### src/rtl/stream_demux_ctrl_if.sv
// Stream bundle for stream_demux_ctrl: one valid/ready input packet stream
// fanned out to WIDTH one-entry output channels with their own handshakes.
interface stream_demux_ctrl_if #(
    parameter int WIDTH = 4,
    parameter int SIZE  = 8
);
    localparam int SEL_WIDTH = ($clog2(WIDTH) < 1) ? 1 : $clog2(WIDTH);

    logic [SIZE-1:0]      in_data;
    logic [SEL_WIDTH-1:0] in_dest;
    logic                 in_last;
    logic                 in_valid;
    logic                 in_ready;
    logic [SIZE-1:0]      out_data [WIDTH];
    logic [WIDTH-1:0]     out_last;
    logic [WIDTH-1:0]     out_valid;
    logic [WIDTH-1:0]     out_ready;

    modport master (
        output in_data, in_dest, in_last, in_valid, out_ready,
        input  in_ready, out_data, out_last, out_valid
    );

    modport slave (
        input  in_data, in_dest, in_last, in_valid, out_ready,
        output in_ready, out_data, out_last, out_valid
    );
endinterface

### src/rtl/stream_demux_ctrl.sv
// Packet-steering front end: locks the destination on a packet's first beat,
// routes beats into per-channel one-entry registers, drops and counts bad packets.
module stream_demux_ctrl #(
    parameter int  WIDTH     = 4,
    parameter int  SIZE      = 8,
    localparam int SEL_WIDTH = ($clog2(WIDTH) < 1) ? 1 : $clog2(WIDTH)
) (
    input  logic                 clk,
    input  logic                 rst,
    stream_demux_ctrl_if.slave   bus,
    output logic [SEL_WIDTH-1:0] sel,
    output logic                 busy,
    output logic [15:0]          drop_cnt
);
    localparam logic [SEL_WIDTH:0] WIDTH_EXT = (SEL_WIDTH + 1)'(WIDTH);
    localparam logic [15:0]        DROP_MAX  = 16'hFFFF;

    typedef enum logic [1:0] {
        ST_IDLE  = 2'd0,
        ST_ROUTE = 2'd1,
        ST_DROP  = 2'd2
    } state_e;

    state_e               state_q;
    logic [SEL_WIDTH-1:0] dest_q;
    logic                 busy_q;
    logic [15:0]          drop_cnt_q;
    logic [SIZE-1:0]      data_q [WIDTH];
    logic [WIDTH-1:0]     last_q;
    logic [WIDTH-1:0]     valid_q;

    logic [SEL_WIDTH-1:0] cur_dest_s;
    logic                 hdr_ok_s;
    logic                 cur_free_s;
    logic                 in_ready_s;
    logic                 route_s;
    logic                 accept_s;
    logic [WIDTH-1:0]     free_s;
    logic [WIDTH-1:0]     load_s;

    // With a power-of-two channel count every encodable destination exists.
    if ((1 << SEL_WIDTH) == WIDTH) begin : g_all_dest_ok
        assign hdr_ok_s = 1'b1;
    end else begin : g_range_check
        assign hdr_ok_s = ({1'b0, bus.in_dest} < WIDTH_EXT);
    end

    // Destination lookup, per-channel free test and input handshake decode
    always_comb begin
        free_s     = ~valid_q | bus.out_ready;
        cur_dest_s = (state_q == ST_IDLE) ? bus.in_dest : dest_q;
        cur_free_s = 1'b0;
        for (int k = 0; k < WIDTH; k++) begin
            cur_free_s = cur_free_s | (free_s[k] & (cur_dest_s == SEL_WIDTH'(k)));
        end
        case (state_q)
            ST_IDLE: begin
                in_ready_s = hdr_ok_s ? cur_free_s : 1'b1;
                route_s    = hdr_ok_s;
            end
            ST_ROUTE: begin
                in_ready_s = cur_free_s;
                route_s    = 1'b1;
            end
            ST_DROP: begin
                in_ready_s = 1'b1;
                route_s    = 1'b0;
            end
            default: begin
                in_ready_s = 1'b0;
                route_s    = 1'b0;
            end
        endcase
        accept_s = bus.in_valid & in_ready_s;
        load_s   = '0;
        for (int k = 0; k < WIDTH; k++) begin
            load_s[k] = accept_s & route_s & (cur_dest_s == SEL_WIDTH'(k));
        end
    end

    // Packet framing FSM: destination lock, busy flag and saturating drop counter
    always_ff @(posedge clk or posedge rst) begin
        if (rst) begin
            state_q    <= ST_IDLE;
            dest_q     <= '0;
            busy_q     <= 1'b0;
            drop_cnt_q <= 16'd0;
        end else if (accept_s) begin
            case (state_q)
                ST_IDLE: begin
                    if (hdr_ok_s) begin
                        dest_q  <= bus.in_dest;
                        state_q <= bus.in_last ? ST_IDLE : ST_ROUTE;
                    end else begin
                        if (drop_cnt_q != DROP_MAX) begin
                            drop_cnt_q <= drop_cnt_q + 16'd1;
                        end
                        state_q <= bus.in_last ? ST_IDLE : ST_DROP;
                    end
                    busy_q <= ~bus.in_last;
                end
                ST_ROUTE, ST_DROP: begin
                    if (bus.in_last) begin
                        state_q <= ST_IDLE;
                        busy_q  <= 1'b0;
                    end
                end
                default: begin
                    state_q <= ST_IDLE;
                    busy_q  <= 1'b0;
                end
            endcase
        end
    end

    // Per-channel one-entry output registers; load wins over drain so a
    // simultaneous load and drain streams without a bubble
    always_ff @(posedge clk or posedge rst) begin
        if (rst) begin
            valid_q <= '0;
            last_q  <= '0;
            for (int k = 0; k < WIDTH; k++) begin
                data_q[k] <= '0;
            end
        end else begin
            for (int k = 0; k < WIDTH; k++) begin
                if (load_s[k]) begin
                    data_q[k]  <= bus.in_data;
                    last_q[k]  <= bus.in_last;
                    valid_q[k] <= 1'b1;
                end else if (bus.out_ready[k]) begin
                    valid_q[k] <= 1'b0;
                end
            end
        end
    end

    assign bus.in_ready  = in_ready_s;
    assign bus.out_data  = data_q;
    assign bus.out_last  = last_q;
    assign bus.out_valid = valid_q;
    assign sel           = dest_q;
    assign busy          = busy_q;
    assign drop_cnt      = drop_cnt_q;
endmodule
### src/flat_wrapper.sv
// flat-port wrapper written by rule: the top's interface ports become plain ports
module stream_demux_ctrl_flat 
#(
    parameter int  WIDTH     = 4,
    parameter int  SIZE      = 8,
    localparam int SEL_WIDTH = ($clog2(WIDTH) < 1) ? 1 : $clog2(WIDTH)
)
  (clk, rst, sel, busy, drop_cnt, bus_in_data, bus_in_dest, bus_in_last, bus_in_valid, bus_out_ready, bus_in_ready, bus_out_data, bus_out_last, bus_out_valid);
  stream_demux_ctrl_if #(.WIDTH(WIDTH), .SIZE(SIZE)) bus_i ();
  input  logic clk;
  input  logic rst;
  output logic [SEL_WIDTH-1:0] sel;
  output logic busy;
  output logic [15:0] drop_cnt;
  input wire logic [$bits(bus_i.in_data)-1:0] bus_in_data;
  input wire logic [$bits(bus_i.in_dest)-1:0] bus_in_dest;
  input wire logic [$bits(bus_i.in_last)-1:0] bus_in_last;
  input wire logic [$bits(bus_i.in_valid)-1:0] bus_in_valid;
  input wire logic [$bits(bus_i.out_ready)-1:0] bus_out_ready;
  output wire logic [$bits(bus_i.in_ready)-1:0] bus_in_ready;
  output wire logic [$bits(bus_i.out_data)-1:0] bus_out_data;
  output wire logic [$bits(bus_i.out_last)-1:0] bus_out_last;
  output wire logic [$bits(bus_i.out_valid)-1:0] bus_out_valid;
  assign bus_i.in_data = bus_in_data;
  assign bus_i.in_dest = bus_in_dest;
  assign bus_i.in_last = bus_in_last;
  assign bus_i.in_valid = bus_in_valid;
  assign bus_i.out_ready = bus_out_ready;
  assign bus_in_ready = bus_i.in_ready;
  assign bus_out_data = {>>{bus_i.out_data}};
  assign bus_out_last = bus_i.out_last;
  assign bus_out_valid = bus_i.out_valid;
  stream_demux_ctrl #(.WIDTH(WIDTH), .SIZE(SIZE)) u_core (.clk(clk), .rst(rst), .bus(bus_i), .sel(sel), .busy(busy), .drop_cnt(drop_cnt));
endmodule
### config.mk
export PLATFORM = sky130hd
export DESIGN_NAME = stream_demux_ctrl_flat
export DESIGN_NICKNAME = d
export VERILOG_FILES = /design/src/rtl/stream_demux_ctrl_if.sv /design/src/rtl/stream_demux_ctrl.sv /design/src/flat_wrapper.sv
export SDC_FILE = /design/constraint.sdc
export NUM_CORES = 1
export LEC_CHECK = 0
export ABC_AREA = 1
export CAP_MARGIN = 25
export CORE_ASPECT_RATIO = 1.5
export CORE_UTILIZATION = 25
export CTS_CLUSTER_SIZE = 24
export DETAILED_ROUTE_END_ITERATION = 10
export GPL_TIMING_DRIVEN = 1
export PLACE_DENSITY_LB_ADDON = 0.05
export SYNTH_ARGS = -nofsm -noshare
export SYNTH_HDL_FRONTEND = slang
export SYNTH_SLANG_ARGS = --single-unit
export TNS_END_PERCENT = 30
### constraint.sdc
create_clock -name clk -period 1.2 [get_ports clk]
set_input_delay 0.24 -clock clk [delete_from_list [all_inputs] [get_ports clk]]
set_output_delay 0.24 -clock clk [all_outputs]
set_load 0.1 [all_outputs]
# After elaboration in Yosys (flattened, before gate mapping)
# Index checks and enable logic that the tools add are counted.
[totals]
reg_bits = 45
input_bits = 18
output_inout_bits = 60
elab_cells = 62
[op_classes]
eq_ne = 6
mux = 16
bitwise = 16
reduce_logical = 9
[op_table]
columns = ["cell", "n"]
rows = [
  ["1-bit two-way mux", 11],
  ["1-bit bitwise AND", 10],
  ["2-bit nonzero test", 4],
  ["2-bit equality test (second input constant)", 3],
  ["2-bit by 1-bit equality test with 1-bit output (second input constant)", 2],
  ["2-bit logical NOT", 2],
  ["2-bit two-way mux", 2],
  ["4-bit inverter", 1],
  ["4-bit bitwise OR", 1],
  ["1-bit one-hot mux with 2 select lines", 2],
  ["2-bit one-hot mux with 2 select lines", 1],
  ["2-bit OR reduction", 2],
  ["1-bit bitwise OR", 3],
  ["2-bit inequality test (second input constant)", 1],
  ["2-bit AND reduction", 1],
  ["1-bit inverter", 1],
]

# Longest topological paths before layout
[logic_depth]
word_depth = 12
ltp_mapped = 11
mapped_depth_nobuf = 10

# Worst setup path after synthesis
# Ideal clock, no wire load.
[synth_path]
kind = "flip-flop to flip-flop"
startpoint = "register u_core.state_q[0]"
endpoint = "register u_core.data_q, in the netlist u_core.bus.out_data[16]"
setup_ns = 0.067
t_arrival_ns = 2.091
required_ns = 1.133
slack_ns = -0.958
stages_incl_launch_ff = 10
path_buffers = 1
period_less_slack_ns = 2.158
cell_sequence = "dfrtp_1 -> nand2_1 -> nand2_2 -> nand3_1 -> nand2_1 -> inv_2 -> nand2_4 -> buf_4 -> nand4_1 -> nand2_1"
[synth_via]
elab_chain_len = 11
elab_cells_between_ends = 21
cone_classes = "eq/ne: 5; mux: 3; bitwise: 10; reduce/logical: 3"
[synth_lines]
columns = ["item", "line_no", "rtl"]
rows = [
  ["start, declared", "stream_demux_ctrl.sv:24", "state_e state_q;"],
  ["start signal, assigned", "stream_demux_ctrl.sv:93", "state_q <= bus.in_last ? ST_IDLE : ST_ROUTE;"],
  ["start signal, assigned", "stream_demux_ctrl.sv:98", "state_q <= bus.in_last ? ST_IDLE : ST_DROP;"],
  ["2-bit logical NOT", "stream_demux_ctrl.sv:51, stream_demux_ctrl.sv:56", ""],
  ["2-bit two-way mux", "stream_demux_ctrl.sv:51", "cur_dest_s = (state_q == ST_IDLE) ? bus.in_dest : dest_q;"],
  ["2-bit by 1-bit equality test with 1-bit output / 2-bit logical NOT (equally long branches)", "stream_demux_ctrl.sv:54", "cur_free_s = cur_free_s | (free_s[k] & (cur_dest_s == SEL_WIDTH'(k)));"],
  ["1-bit bitwise AND", "stream_demux_ctrl.sv:54", ""],
  ["1-bit bitwise OR (3 in a row)", "stream_demux_ctrl.sv:54", ""],
  ["1-bit one-hot mux with 2 select lines *", "stream_demux_ctrl.sv:56", "case (state_q)"],
  ["via bus_in_ready", "flat_wrapper.sv:20", "output wire logic [$bits(bus_i.in_ready)-1:0] bus_in_ready;"],
  ["1-bit bitwise AND *", "stream_demux_ctrl.sv:74", "accept_s = bus.in_valid & in_ready_s;"],
  ["1-bit bitwise AND * (2 in a row)", "stream_demux_ctrl.sv:77", "load_s[k] = accept_s & route_s & (cur_dest_s == SEL_WIDTH'(k));"],
  ["end signal, assigned by index", "stream_demux_ctrl.sv:128", "data_q[k] <= bus.in_data;"],
  ["end, declared", "stream_demux_ctrl.sv:28", "logic [SIZE-1:0] data_q [WIDTH];"],
]
# The timed path passes the listed nets; every way through them passes the cells marked *.
# A chain may end at the register's enable or synchronous reset.

# Worst setup path after layout
[layout_path]
startpoint = "register u_core.state_q[0]"
endpoint = "output bus_in_ready"
[layout_via]
elab_chain_len = 8
elab_cells_between_ends = 17
cone_classes = "eq/ne: 5; mux: 2; bitwise: 7; reduce/logical: 3"
[layout_lines]
columns = ["item", "line_no"]
rows = [
  ["2-bit logical NOT", "stream_demux_ctrl.sv:51, stream_demux_ctrl.sv:56"],
  ["2-bit two-way mux", "stream_demux_ctrl.sv:51"],
  ["2-bit by 1-bit equality test with 1-bit output / 2-bit logical NOT (equally long branches)", "stream_demux_ctrl.sv:54"],
  ["1-bit bitwise AND", "stream_demux_ctrl.sv:54"],
  ["1-bit bitwise OR (3 in a row)", "stream_demux_ctrl.sv:54"],
  ["1-bit one-hot mux with 2 select lines *", "stream_demux_ctrl.sv:56"],
  ["end, declared", "flat_wrapper.sv:20"],
]
# Every way passes the cells marked *; elsewhere a longest branch is shown, timed or not.

==> run summary <==
status = finished with violations
failing checks = setup timing
worst r2r src = u_core.state_q[0]
H-tree depth = 2
share of layout cells above drive strength 1 = 0.416
ANT cells = 0
clock root buffer master = clkbuf_16
Starting Density = 0.257
DRT iter0 DRCs = 97
area growth from synthesis to layout = 93.4%
register area share after synthesis = 0.526
Row Count = 40
number of synthesized register bits = 43
CP Data Required Time = 0.96 ns
initial antenna violation count = 0
yosys warns = 0
Max FO, Critical Path = 6
Synth async-reset ratio = 1.00
crit path from = u_core.state_q[0]
largest net degree at the start of global routing = 44
final period utilization = 1.51
Slew Viols, Final = 0
crit start category = register
Die ar. = 8560 um2
routed wire length = 6.40 mm
Synth area leaders = dfrtp_1 53%, nand2_1 17%, nand4_1 11%, buf_4 7.0%, nand3_4 2.6%
Hold Crit Class = in2async
min setup slack post-route = -0.612 ns
Tmin final = 1.81 ns
Die H = 113 um
crit path kind = reg2out
GR Util All Layers = 0.159
Num CTS Buffers = 5
CTS Buffer Depth = 2
CTS tree = built
Reg2Reg Capture Point = u_core.bus.out_data[6]
# setup viols final = 48
Core Util, Final = 0.497
distinct cell type count after synthesis = 19
Core ar. = 7960 um2
synthesized area = 2050 um2
Mapped Cells = 231
unrepaired setup endpoints after global routing = true
clock-pin slew on the worst setup and hold paths = 0.06 ns
Synth Flop Type = dfrtp_1
Wirelength per Cell = 14.3 um
global route overflow = 0
Sink Count = 43
RePlAce Congestion = 0.740
Synth area leader = dfrtp_1
post-synth top area share = 0.526
arrival time worst endpoint = 1.57 ns
WHS = 0.329 ns
worst r2r path cells = 14
Setup crit end kind = primary output
Clk Latency, worst-skew pair = 0.28 ns
pre-CTS setup slack = -0.590 ns
Die X = 75.9 um
Post-synth EDFFs = 0
DR pass1 iterations = 4
DR vias = 1970
setup slack, reg-to-reg = -0.59 ns
syn_area_per_cell = 8.86 um2
FMAX = 0.552 GHz
port bufs = 61
Fin Clk Skew = 0.00608 ns
DRC = 0
nets = 358
max cap viols = 0
post-route ant nets = 0
cts hold-fix bufs = 0
HPWL after DPL = 4.26 mm
Vias/cell = 4.42
vias in the first global route = 1908
Fin. Hold Viols = 0
count leader, synth = nand2_1
Post-synth top cells = 93 x nand2_1, 43 x dfrtp_1, 36 x nand4_1
first-pass GRT wire length = 9.91 mm
IO Pins = 78
area by class of cell:
type / count / area, um2
clock buffer: 8 / 156
fill: 733 / 4000
inverter: 12 / 50.0
multi-input combinational: 169 / 971
sequential: 43 / 1090
tap: 105 / 131
timing repair buffer: 109 / 1560
repair_timing:
| item | 4_1_cts | 5_1_grt |
|---|---|---|
| gates resized for setup | 33 | 21 |
| endpoints found under the setup margin | 51 | 51 |
| pin swaps | 7 | 13 |
| setup buffers | 10 | 5 |
| cloned | 3 | 2 |
flip-flops by register name, summed over array words and instances (netlist names):
register / flops
u_core.bus.out_valid: 4
u_core.bus.out_last: 4
u_core.sel: 2
u_core.state_q: 1
u_core.bus.out_data: 32
kinds of logic (layout without fill, tap and decap cells):
family,count (synthesis),in the layout,synth area share
compound gates,3,3,0.00733
buf+inv,37,129,0.111
flops,43,43,0.526
other cells,1,16,0.00183
simple gates,147,150,0.354
routing by layer:
layer  global-route usage  up-vias  wire, um
li1                     -      957         -
met1                0.204      951      2590
met3               0.0240        4       235
met5                    0        -         0
met4               0.0556        0        74
met2                0.265       58      3500
critical path, stage by stage, from the launching register on:
cell and delay, ns:
dfrtp_4 0.52, inv_6 0.10, nand2_4 0.04, nand2_2 0.10, nand3_2 0.07, nand2_2 0.07
inv_2 0.04, nand2_4 0.07, buf_12 0.11, buf_12 0.16
how the worst max path moves through the flow:
| stage | to | cells past startpoint | slack, ns |
|---|---|---|---|
| finish | bus_in_ready | 9 | -0.61 |
| global route | u_core.bus.out_data[2] | 14 | -0.68 |
| global placement | bus_in_ready | 8 | -0.61 |
| floorplan | u_core.bus.out_data[10] | 11 | -0.46 |
| CTS | bus_in_ready | 9 | -0.59 |
| detailed placement | bus_in_ready | 8 | -0.59 |
through the flow:
stage,instance area [um2],instances,setup TNS [ns]
global placement,3400,418,-23.75
global route,3960,446,-28.16
detailed placement,3400,418,-23.54
finish,3960,446,-23.86
CTS,3790,439,-22.36
floorplan,2130,246,-21.63
cells in the final DEF, fill, tap and decap left out, drive strengths merged:
master | synthesis | layout
nand2 | 98 | 98
buf | 22 | 91
dfrtp | 43 | 43
nand4 | 36 | 36
conb | 1 | 16
clkdlybuf4s50 | 0 | 16
inv | 12 | 12
nand3 | 8 | 11
clkbuf | 3 | 9
nor2 | 4 | 4
o21ai | 3 | 3
or2 | 1 | 1
dlymetal6s2s | 0 | 1
Power is left out: the tool's default activity adds up to more than one toggle a clock period on the data nets, which glitch-free logic cannot reach.
